`src/rtl/lsu_pkg.sv`:
```
// Shared types for the load/store adapter: access sizes, one-hot FSM states
// and the alignment rule.
package lsu_pkg;

  typedef enum logic [1:0] {
    SZ_B   = 2'd0,
    SZ_H   = 2'd1,
    SZ_W   = 2'd2,
    SZ_RSV = 2'd3
  } size_e;

  localparam int unsigned ST_IDLE_BIT  = 0;
  localparam int unsigned ST_LOAD_BIT  = 1;
  localparam int unsigned ST_RMW_BIT   = 2;
  localparam int unsigned ST_WRITE_BIT = 3;
  localparam int unsigned ST_RESP_BIT  = 4;

  typedef enum logic [4:0] {
    S_IDLE   = 5'b00001,
    S_LOAD   = 5'b00010,
    S_RMW_RD = 5'b00100,
    S_WRITE  = 5'b01000,
    S_RESP   = 5'b10000
  } lsu_state_e;

  function automatic logic is_misaligned(input size_e size, input logic [1:0] a);
    case (size)
      SZ_B:    return 1'b0;
      SZ_H:    return a[0];
      SZ_W:    return |a;
      default: return 1'b1;
    endcase
  endfunction

endpackage

```
`src/rtl/lsu_align.sv`:
```
// Lane steering: extracts/extends a load lane from a memory word and merges
// store data into a word for read-modify-write.
module lsu_align
  import lsu_pkg::*;
(
  input  size_e       size,
  input  logic [1:0]  lane,
  input  logic        is_unsigned,
  input  logic [31:0] word,
  input  logic [31:0] wdata,
  output logic [31:0] ld_data,
  output logic [31:0] st_word
);

  logic [7:0]  b;
  logic [15:0] h;

  always_comb begin
    b       = word[{lane, 3'b000} +: 8];
    h       = lane[1] ? word[31:16] : word[15:0];
    ld_data = '0;
    st_word = word;
    case (size)
      SZ_B: begin
        ld_data = {{24{b[7] & ~is_unsigned}}, b};
        st_word[{lane, 3'b000} +: 8] = wdata[7:0];
      end
      SZ_H: begin
        ld_data = {{16{h[15] & ~is_unsigned}}, h};
        if (lane[1]) st_word[31:16] = wdata[15:0];
        else         st_word[15:0]  = wdata[15:0];
      end
      SZ_W: begin
        ld_data = word;
        st_word = wdata;
      end
      default: ;
    endcase
  end

endmodule

```
`src/rtl/lsu_mem_adapter.sv`:
```
// Load/store adapter from the execute stage to a word-only memory port.
// Optional LSU_BOUNDS_CHECK_EN flags req_addr >= MEM_BYTES as an error.
module lsu_mem_adapter
  import lsu_pkg::*;
#(
  parameter int unsigned MEM_BYTES = 4096
) (
  input  logic        clk,
  input  logic        rst,
  input  logic        req_valid,
  output logic        req_ready,
  input  logic        req_we,
  input  logic [1:0]  req_size,
  input  logic        req_unsigned,
  input  logic [31:0] req_addr,
  input  logic [31:0] req_wdata,
  output logic        rsp_valid,
  output logic [31:0] rsp_rdata,
  output logic        rsp_err,
  output logic [31:0] d_addr,
  output logic [31:0] d_wdata,
  output logic        d_we,
  input  logic [31:0] d_rdata
);

`ifdef LSU_BOUNDS_CHECK_EN
  localparam bit BOUNDS_EN = 1'b1;
`else
  localparam bit BOUNDS_EN = 1'b0;
`endif

  lsu_state_e  state, state_nx;
  logic [31:0] addr_q, wdata_q, merge_q, rdata_q;
  size_e       size_q;
  logic        uns_q, err_q;
  logic        accept, req_err;
  size_e       req_size_e;
  logic [31:0] ld_data, st_word;

  assign req_size_e = size_e'(req_size);
  assign accept     = req_valid & req_ready;
  assign req_err    = is_misaligned(req_size_e, req_addr[1:0])
                    | (BOUNDS_EN & (req_addr >= MEM_BYTES));

  always_ff @(posedge clk or posedge rst) begin
    if (rst) state <= S_IDLE;
    else     state <= state_nx;
  end

  always_comb begin
    state_nx = state;
    case (state)
      S_IDLE: begin
        if (accept) begin
          if (req_err)                 state_nx = S_RESP;
          else if (!req_we)            state_nx = S_LOAD;
          else if (req_size_e == SZ_W) state_nx = S_WRITE;
          else                         state_nx = S_RMW_RD;
        end
      end
      S_LOAD:   state_nx = S_RESP;
      S_RMW_RD: state_nx = S_WRITE;
      S_WRITE:  state_nx = S_RESP;
      S_RESP:   state_nx = S_IDLE;
      default:  state_nx = S_IDLE;
    endcase
  end

  // Strobes come straight off registered one-hot bits, so d_we cannot glitch.
  always_comb begin
    req_ready = state[ST_IDLE_BIT] & ~rst;
    rsp_valid = state[ST_RESP_BIT];
    d_we      = state[ST_WRITE_BIT];
  end

  always_ff @(posedge clk or posedge rst) begin
    if (rst) begin
      addr_q  <= '0;
      wdata_q <= '0;
      merge_q <= '0;
      rdata_q <= '0;
      size_q  <= SZ_B;
      uns_q   <= 1'b0;
      err_q   <= 1'b0;
    end else begin
      if (accept) begin
        addr_q  <= req_addr;
        wdata_q <= req_wdata;
        size_q  <= req_size_e;
        uns_q   <= req_unsigned;
        err_q   <= req_err;
        rdata_q <= '0;
        merge_q <= req_wdata;  // word stores write this directly
      end
      if (state[ST_LOAD_BIT]) rdata_q <= ld_data;
      if (state[ST_RMW_BIT])  merge_q <= st_word;
    end
  end

  lsu_align u_align (
    .size        (size_q),
    .lane        (addr_q[1:0]),
    .is_unsigned (uns_q),
    .word        (d_rdata),
    .wdata       (wdata_q),
    .ld_data     (ld_data),
    .st_word     (st_word)
  );

  assign d_addr    = {addr_q[31:2], 2'b00};
  assign d_wdata   = merge_q;
  assign rsp_rdata = rdata_q;
  assign rsp_err   = err_q;

endmodule
```
`config.mk`:
```
export PLATFORM = sky130hd
export DESIGN_NAME = lsu_mem_adapter
export DESIGN_NICKNAME = d
export VERILOG_FILES = /design/src/rtl/lsu_pkg.sv /design/src/rtl/lsu_align.sv /design/src/rtl/lsu_mem_adapter.sv
export SDC_FILE = /design/constraint.sdc
export NUM_CORES = 1
export LEC_CHECK = 0
export CAP_MARGIN = 20
export CORE_MARGIN = 8
export CORE_UTILIZATION = 42
export CTS_CLUSTER_SIZE = 25
export DETAILED_ROUTE_END_ITERATION = 10
export PLACE_DENSITY_LB_ADDON = 0.3
export SYNTH_ARGS = -nofsm -noshare
export SYNTH_HDL_FRONTEND = slang
export SYNTH_SLANG_ARGS = --single-unit
```
`constraint.sdc`:
```
create_clock -name clk -period 6.9 [get_ports clk]
set_clock_uncertainty 0.1 [all_clocks]
set_input_delay 1.38 -clock clk [delete_from_list [all_inputs] [get_ports clk]]
set_output_delay 1.38 -clock clk [all_outputs]
set_load 0.1 [all_outputs]
```
# --- Word level (Yosys, flattened, before mapping) ---
# Cells that the tools add are included.
totals:
  in_bits: 103
  register_bits: 137
  wordCells: 49
  output_inout_bits: 100
op_classes:
  eq_ne: 9
  reduce_logical: 6
  n_bitwise: 6
  n_mux: 16
  addsub: 1
  n_shift: 3
ops:
  columns: ["cell", "count"]
  rows:
  - ["$pmux W32 S3", 2]
  - ["$mux W32", 4]
  - ["$mux W16", 3]
  - ["$bwmux W32", 1]
  - ["$shift A8 B7 Y32 const A", 1]
  - ["$shiftx A32 B6 Y8", 1]
  - ["$shiftx A8 B7 Y32", 1]
  - ["$pmux W5 S3", 1]
  - ["$mux W5", 2]
  - ["$mux W4", 2]
  - ["$neg A5 Y7", 1]
  - ["$eq A5 B1 Y1 const B", 1]
  - ["$eq A5 B2 Y1 const B", 1]
  - ["$eq A5 B3 Y1 const B", 1]
  - ["$eq A5 B4 Y1 const B", 1]
  - ["$and A1 B1 Y1", 4]
  - ["$eq A2 B1 Y1 const B", 2]
  - ["$eq A2 B2 Y1 const B", 2]
  - ["$logic_not A2 Y1", 2]
  - ["$reduce_bool A2 Y1", 2]
  - ["$reduce_or A2 Y1", 2]
  - ["$pmux W1 S3", 1]
  - ["$ne A2 B2 Y1 const B", 1]
  - ["$not A1 Y1", 2]

# --- Logic depth before layout (Yosys ltp) ---
logic_depth:
  word_depth: 6
  mapped_depth: 9
  ltp_nobuf: 6

# --- By module ---
# Synthesis repeated with hierarchy kept, for this count alone.
unflattened:
  cells_unflattened: 869
  area_unflattened_um2: 7432.1
by_module_without_submodules:
  columns: ["mod", "n_inst", "seq_area_each_um2", "cells_per_inst", "area_each_um2"]
  rows:
  - ["lsu_mem_adapter", 1, 3429.5, 629, 5743.0]
  - ["lsu_align", 1, 0.0, 240, 1689.1]

# --- Worst setup path after synthesis ---
# Ideal clock, no wire load.
synth_path:
  path_kind: "input port to output port"
  from: "in rst"
  to: "out req_ready"
  path_buffers: 0
  cell_stages: 1
  t_arrival_ns: 2.715
  slack_ns: 2.705
  required_time_ns: 5.420
  path_cell_list: "nor2b_1"
synth_via:
  elab_chain_cells: 2
synth_lines:
  columns: ["element", "line", "source"]
  rows:
  - ["from (decl)", "lsu_mem_adapter.sv:9", "input logic rst,"]
  - ["$not A1 Y1", "lsu_mem_adapter.sv:71", "req_ready = state[ST_IDLE_BIT] & ~rst;"]
  - ["$and A1 B1 Y1", "lsu_mem_adapter.sv:71", null]
  - ["to (decl)", "lsu_mem_adapter.sv:11", "output logic req_ready,"]
# Every way passes these cells.

# --- Worst setup path in the final report ---
# Same ends and word-level chain as after synthesis.

==> results.sh <==
export IMPL_cp_slowest_cell="clkdlybuf4s50_1"
export IMPL_clkTransAtPathRegs_ns=0.06
export IMPL_drtIter0Drc=531
export IMPL_die_h_um=147.1
export IMPL_crit_path_max_incr_delay_ns=1.15
export IMPL_syn2layout_area_growth_pct=34.07
export IMPL_cts_tree="built"
export IMPL_tns_ns=0
export IMPL_cpMostUsedCell="clkdlybuf4s50_1"
export IMPL_dp_hpwl_um=16290
export IMPL_clk_latency_ns=0.42
export IMPL_period_needed_ns=4.677
export IMPL_placed_cell_area_sq_mm=0.009077
export IMPL_yosysWarnings=0
export IMPL_yosysSeqAreaShare_pct=47.55
export IMPL_port_buffers=200
export IMPL_post_synth_top_area_fraction_pct=47.18
export IMPL_diodes=0
export IMPL_status="finished, final reports clean"
export IMPL_endpoint_kind="output port"
export IMPL_final_area_sq_mm=0.009671
export IMPL_grt_busiest_layer="met2"
export IMPL_synth_edf_count=0
export IMPL_path_class="input pin to output port"
export IMPL_htreeDepth=4
export IMPL_overflow=0
export IMPL_worstPathMaxFanout=4
export IMPL_regArea_sq_mm=0.003430
export IMPL_worst_slew_pin_transition_ns=1.040
export IMPL_rows=48
export IMPL_synthDistinctLibCells=60
export IMPL_final_layout_size_suffix_gt1_share_pct=8.868
export IMPL_pwr_density_cell_mw_per_mm2=559.1
export IMPL_via_per_inst=5.506
export IMPL_yosys_area_top_type="dfrtp_1"
export IMPL_core_area_sq_mm=0.01706
export IMPL_clockBufferDepth=2
export IMPL_initial_utilization_pct=42.29
export IMPL_hold_viol=0
export IMPL_place_ws_ns=2.203
export IMPL_slew_headroom_pct=30.42
export IMPL_fmax_mhz=213.8
export IMPL_synth_cells=784
export IMPL_gp_congestion=0.8873
export IMPL_num_io_pins=203
export IMPL_finish_utilization_pct=56.70
export IMPL_grt_max_degree=95
export IMPL_postCtsSetupBuffers=0
export IMPL_multiInputGateArea_sq_mm=0.003232
export IMPL_remaining_drc_errors=0
export IMPL_setup_viol=0
export IMPL_first_pass_iters=7
export IMPL_nets=1031
export IMPL_ctsResizeCount=0
export IMPL_die_area_sq_mm=0.02162
export IMPL_mappedNetlistArea_sq_mm=0.007213
export IMPL_slew_violations=0
export IMPL_numClockSinks=137
export IMPL_synthTopCellsByArea="dfrtp_1 (47%), nand2_1 (13%), buf_4 (3.4%), a21oi_1 (2.7%), a221o_1 (2.6%)"
export IMPL_cts_made_buffers=17
export IMPL_routed_via_count=6392
export IMPL_clockRootBuffer="clkbuf_16"
export IMPL_routed_wl_um=22510
export IMPL_crit_path_cell_trace="clkdlybuf4s50_1 -> nor2b_1 -> clkdlybuf4s50_1"
export IMPL_synth_ff_type="dfrtp_1"
export IMPL_synthTopCellsByCount="nand2_1 (241), dfrtp_1 (136), a21oi_1 (39)"
export IMPL_async_flop_share_pct=100.0
export IMPL_synth_most_common_cell="nand2_1"
export IMPL_arrival_ns=3.20
export IMPL_required_ns=5.42
export IMPL_peakVddDrop_uv=339.2
export IMPL_maxCapViolCount=0
export IMPL_grt_pass1_vias=6507
export IMPL_grt_use_total_pct=20.84
export IMPL_synth_seq_cells=137
export IMPL_startpoint_type="input pin"
export IMPL_wl_per_cell_um=19.39
export IMPL_fin_ws_ns=2.223
export IMPL_ctsHoldBuffers=0
export IMPL_use_met1_pct=26.26
export IMPL_hold_path_class="flip-flop to flip-flop"
export IMPL_met2_usage_pct=30.89
export IMPL_rsz0062_at_grt="false"
export IMPL_leakage_nw=4.336
export IMPL_antenna_left=0
export IMPL_grt_util_met3_pct=8.643
export IMPL_syn_avg_cell_area_sq_um=9.200
export IMPL_grt_pass1_wl_um=35880
export IMPL_num_fill_cells=1545
export IMPL_antenna_found_initial=1
export IMPL_fin_crit_sh_pct=67.78
export IMPL_die_w_um=147.1
final cells by class:
cell class	instances	area share (%)
clock inverter	14	1.307
tap	225	2.911
multi-input combinational	541	33.42
sequential	137	35.46
timing repair buffer	210	21.68
inverter	16	0.6728
clock buffer	18	4.541
critical path, delay by kind of cell:
| family | cells | cell delay [ns] |
|---|---|---|
| buf+inv | 2 | 1.66 |
| simple gates | 1 | 0.16 |
power by group:
part / leakage, nW / switching, mW / internal [mW]
registers: 1.74 / 0.276 / 1.11
logic: 2.33 / 2.33 / 0.830
clock network: 0.264 / 0.363 / 0.505
total: 4.34 / 2.97 / 2.44
cell families (layout without fill, tap and decap cells):
logic type / after synthesis / after routing / synth area share, %
compound gates: 194 / 194 / 20.68
xor+xnor: 1 / 1 / 0.1214
fa+ha+maj: 5 / 5 / 0.8673
buf+inv: 107 / 258 / 7.754
flops: 137 / 137 / 47.55
mux: 20 / 20 / 3.261
other cells: 1 / 2 / 0.05199
simple gates: 319 / 319 / 19.72
layer usage:
layer,share of wire [%],up-vias
met2,43,278
met1,43,3052
met3,11,51
met4,3.1,2
li1,-,3009
met5,0.058,-
cells in the final DEF, fill, tap and decap left out, drive strengths merged, types with 13 or more instances in the layout:
cell type and count:
clkdlybuf4s50 200, nor2 14, nand2 241, mux2 15, a221o 19, o21ai 26
a221oi 24, dfrtp 136, a21oi 39, inv 17, clkbuf 18, a21o 13
nand2b 13
registers in the layout (all words and copies together) (netlist names):
register	flops
rsp_rdata	32
size_q	2
addr_q	32
rsp_err	1
uns_q	1
d_wdata	32
wdata_q	32
state	5
path summary, 6_finish.rpt:
check / from / endpoint / slack, ns / cells after the start
worst max-delay path: rst / req_ready / 2.22 / 3
worst min-delay path: wdata_q[23] / wdata_q[23] / 0.37 / 2
worst max register to register: addr_q[1] / d_wdata[28] / 3.30 / 6
worst min register to register: wdata_q[23] / wdata_q[23] / 0.37 / 2
max in group asynchronous: rst / rsp_rdata[1] / 4.11 / 3
min in group asynchronous: rst / addr_q[15] / 1.47 / 2
stage by stage:
step	power, mW	hold WS (ns)	std cells
6_report	5.407	0.3697	1161
3_3_place_gp	4.519	0.3563	1128
2_1_floorplan	3.856	0.3459	785
3_5_place_dp	4.540	0.3622	1128
4_1_cts	5.427	0.3756	1160
5_1_grt	5.651	0.3949	1161
No activity file was read; power rests on OpenSTA's default activity.
==> variant, RTL diff (same settings) <==
Build with the macro `LSU_BOUNDS_CHECK_EN` defined.
--- a/src/rtl/lsu_mem_adapter.sv
+++ b/src/rtl/lsu_mem_adapter.sv
@@ -1,5 +1,7 @@
 // Load/store adapter from the execute stage to a word-only memory port.
 // Optional LSU_BOUNDS_CHECK_EN flags req_addr >= MEM_BYTES as an error.
+`define LSU_BOUNDS_CHECK_EN
+
 module lsu_mem_adapter
   import lsu_pkg::*;
 #(
Formal check against the unedited RTL: not equivalent (a bounded check fails within 4 cycles, from zero or initial values and one cycle with rst high).
==> variant against the original RTL <==
Worst setup slack lost 0.15 ns; sequential share of layout area grew 0.70 points; highest routed layer unchanged; worst hold slack gained 0.0010 ns; final area shrank 1.9%; register-to-register slack lost 0.03 ns; routed wire length shrank 3.4%; synthesized area shrank 3.1%; sequential cell count is the same; fmax shrank 3.0%; non-clock buffer count shrank 1; critical endpoint unchanged.
Power is not compared: it rests on default switching activity, and its combinational part moved more than twofold at a synthesized area within 25%.
==> variant: results (changes against the original RTL) <==
.. list-table::
   :header-rows: 1

   * - Metric
     - Value
   * - Smallest setup slack after layout
     - 2.078 ns (was 2.223 ns)
   * - Iteration-0 DRC Markers
     - 455 (was 531)
   * - Endpoint arrival time on the critical path
     - 3.34 ns (was 3.20 ns)
   * - Max Fanout on Critical Path
     - 3 (was 4)
   * - M1 GR Usage
     - 26.60% (was 26.26%)
   * - NumNets Final
     - 977 (was 1031)
   * - Met2 usage
     - 30.09% (was 30.89%)
   * - Distinct cell type count of the synthesized netlist
     - 55 (was 60)
   * - Synthesized area divided by synthesized cell count
     - 9.637 um^2 (was 9.200 um^2)
   * - Launch instance of the worst min-delay path
     - addr_q[7] (was wdata_q[23])
   * - Dominant cells by area after synthesis
     - dfrtp_1 49%, nand2_1 9.2%, a21oi_1 4.4%, buf_4 4.1%, a221oi_1 3.8% (was dfrtp_1 47%, nand2_1 13%, buf_4 3.4%, a21oi_1 2.7%, a221o_1 2.6%)
   * - Met2 wirelength from detailed routing
     - 9514 um (was 9770 um)
   * - Share of post-route cells with drive strength above 1
     - 6.916% (was 8.868%)
   * - Total routing usage reported by global routing
     - 20.61% (was 20.84%)
   * - Run status
     - completed (unchanged)
   * - Detailed placer's ending HPWL
     - 15400 um (was 16290 um)
   * - Global-route wire length before repair
     - 34480 um (was 35880 um)
   * - Routed wire length on met3
     - 2421 um (was 2392 um)
   * - Setup slack after placement
     - 2.074 ns (was 2.203 ns)
   * - Sequential element share of the synthesized area
     - 49.09% (was 47.55%)
   * - Met3 GRT Util
     - 9.173% (was 8.643%)
   * - Total Wirelength
     - 21730 um (was 22510 um)
   * - Worst Tran Pin Value
     - 1.114 ns (was 1.040 ns)
   * - Wire length per cell
     - 19.72 um (was 19.39 um)
   * - Hold Path End
     - addr_q[7] (was wdata_q[23])
   * - Routed length on met1
     - 9283 um (was 9623 um)
   * - Total cell area at the placement stage
     - 0.008825 mm^2 (was 0.009077 mm^2)
   * - Antenna violations before repair
     - 3 (was 1)
   * - Reg-to-Reg End
     - d_wdata[20] (was d_wdata[28])
   * - RD Place Congestion
     - 0.8529 (was 0.8873)
   * - Fin Hold WS
     - 0.3708 ns (was 0.3697 ns)
   * - Cells after DPL
     - 1068 (was 1128)
   * - Number of iterations in the first detailed-routing pass
     - 6 (was 7)
   * - Top post-synthesis cells by count
     - 171 x nand2_1, 136 x dfrtp_1, 61 x a21oi_1 (was 241 x nand2_1, 136 x dfrtp_1, 39 x a21oi_1)
[variant: cells by family after synthesis]
logic type / share of synthesized area (%)
AOI/OAI and AO/OA: 22.46
other: 0.05367
DFF: 49.09
buffers and inverters: 8.578
muxes: 4.083
xor gates and xnor gates: 0.1254
and+or+nand+nor: 14.72
adders and majority gates: 0.8954
[variant: worst max path at each step]
stage	from	endpoint	slack, ns	cells after the start
6_report	rst	req_ready	2.08	3
3_5_place_dp	rst	req_ready	2.07	3
5_1_grt	rst	req_ready	2.06	3
3_3_place_gp	rst	req_ready	2.11	3
2_1_floorplan	rst	addr_q[0]	1.75	1
4_1_cts	rst	req_ready	2.08	3
[variant: cell type report]
class	instances	area, um^2
Multi-Input combinational cell	480	2970
Fill cell	1443	6924
Tap cell	220	275.3
Sequential cell	137	3430
Clock buffer	21	470.5
Timing Repair Buffer	209	2073
Inverter	24	95.09
Clock inverter	11	168.9
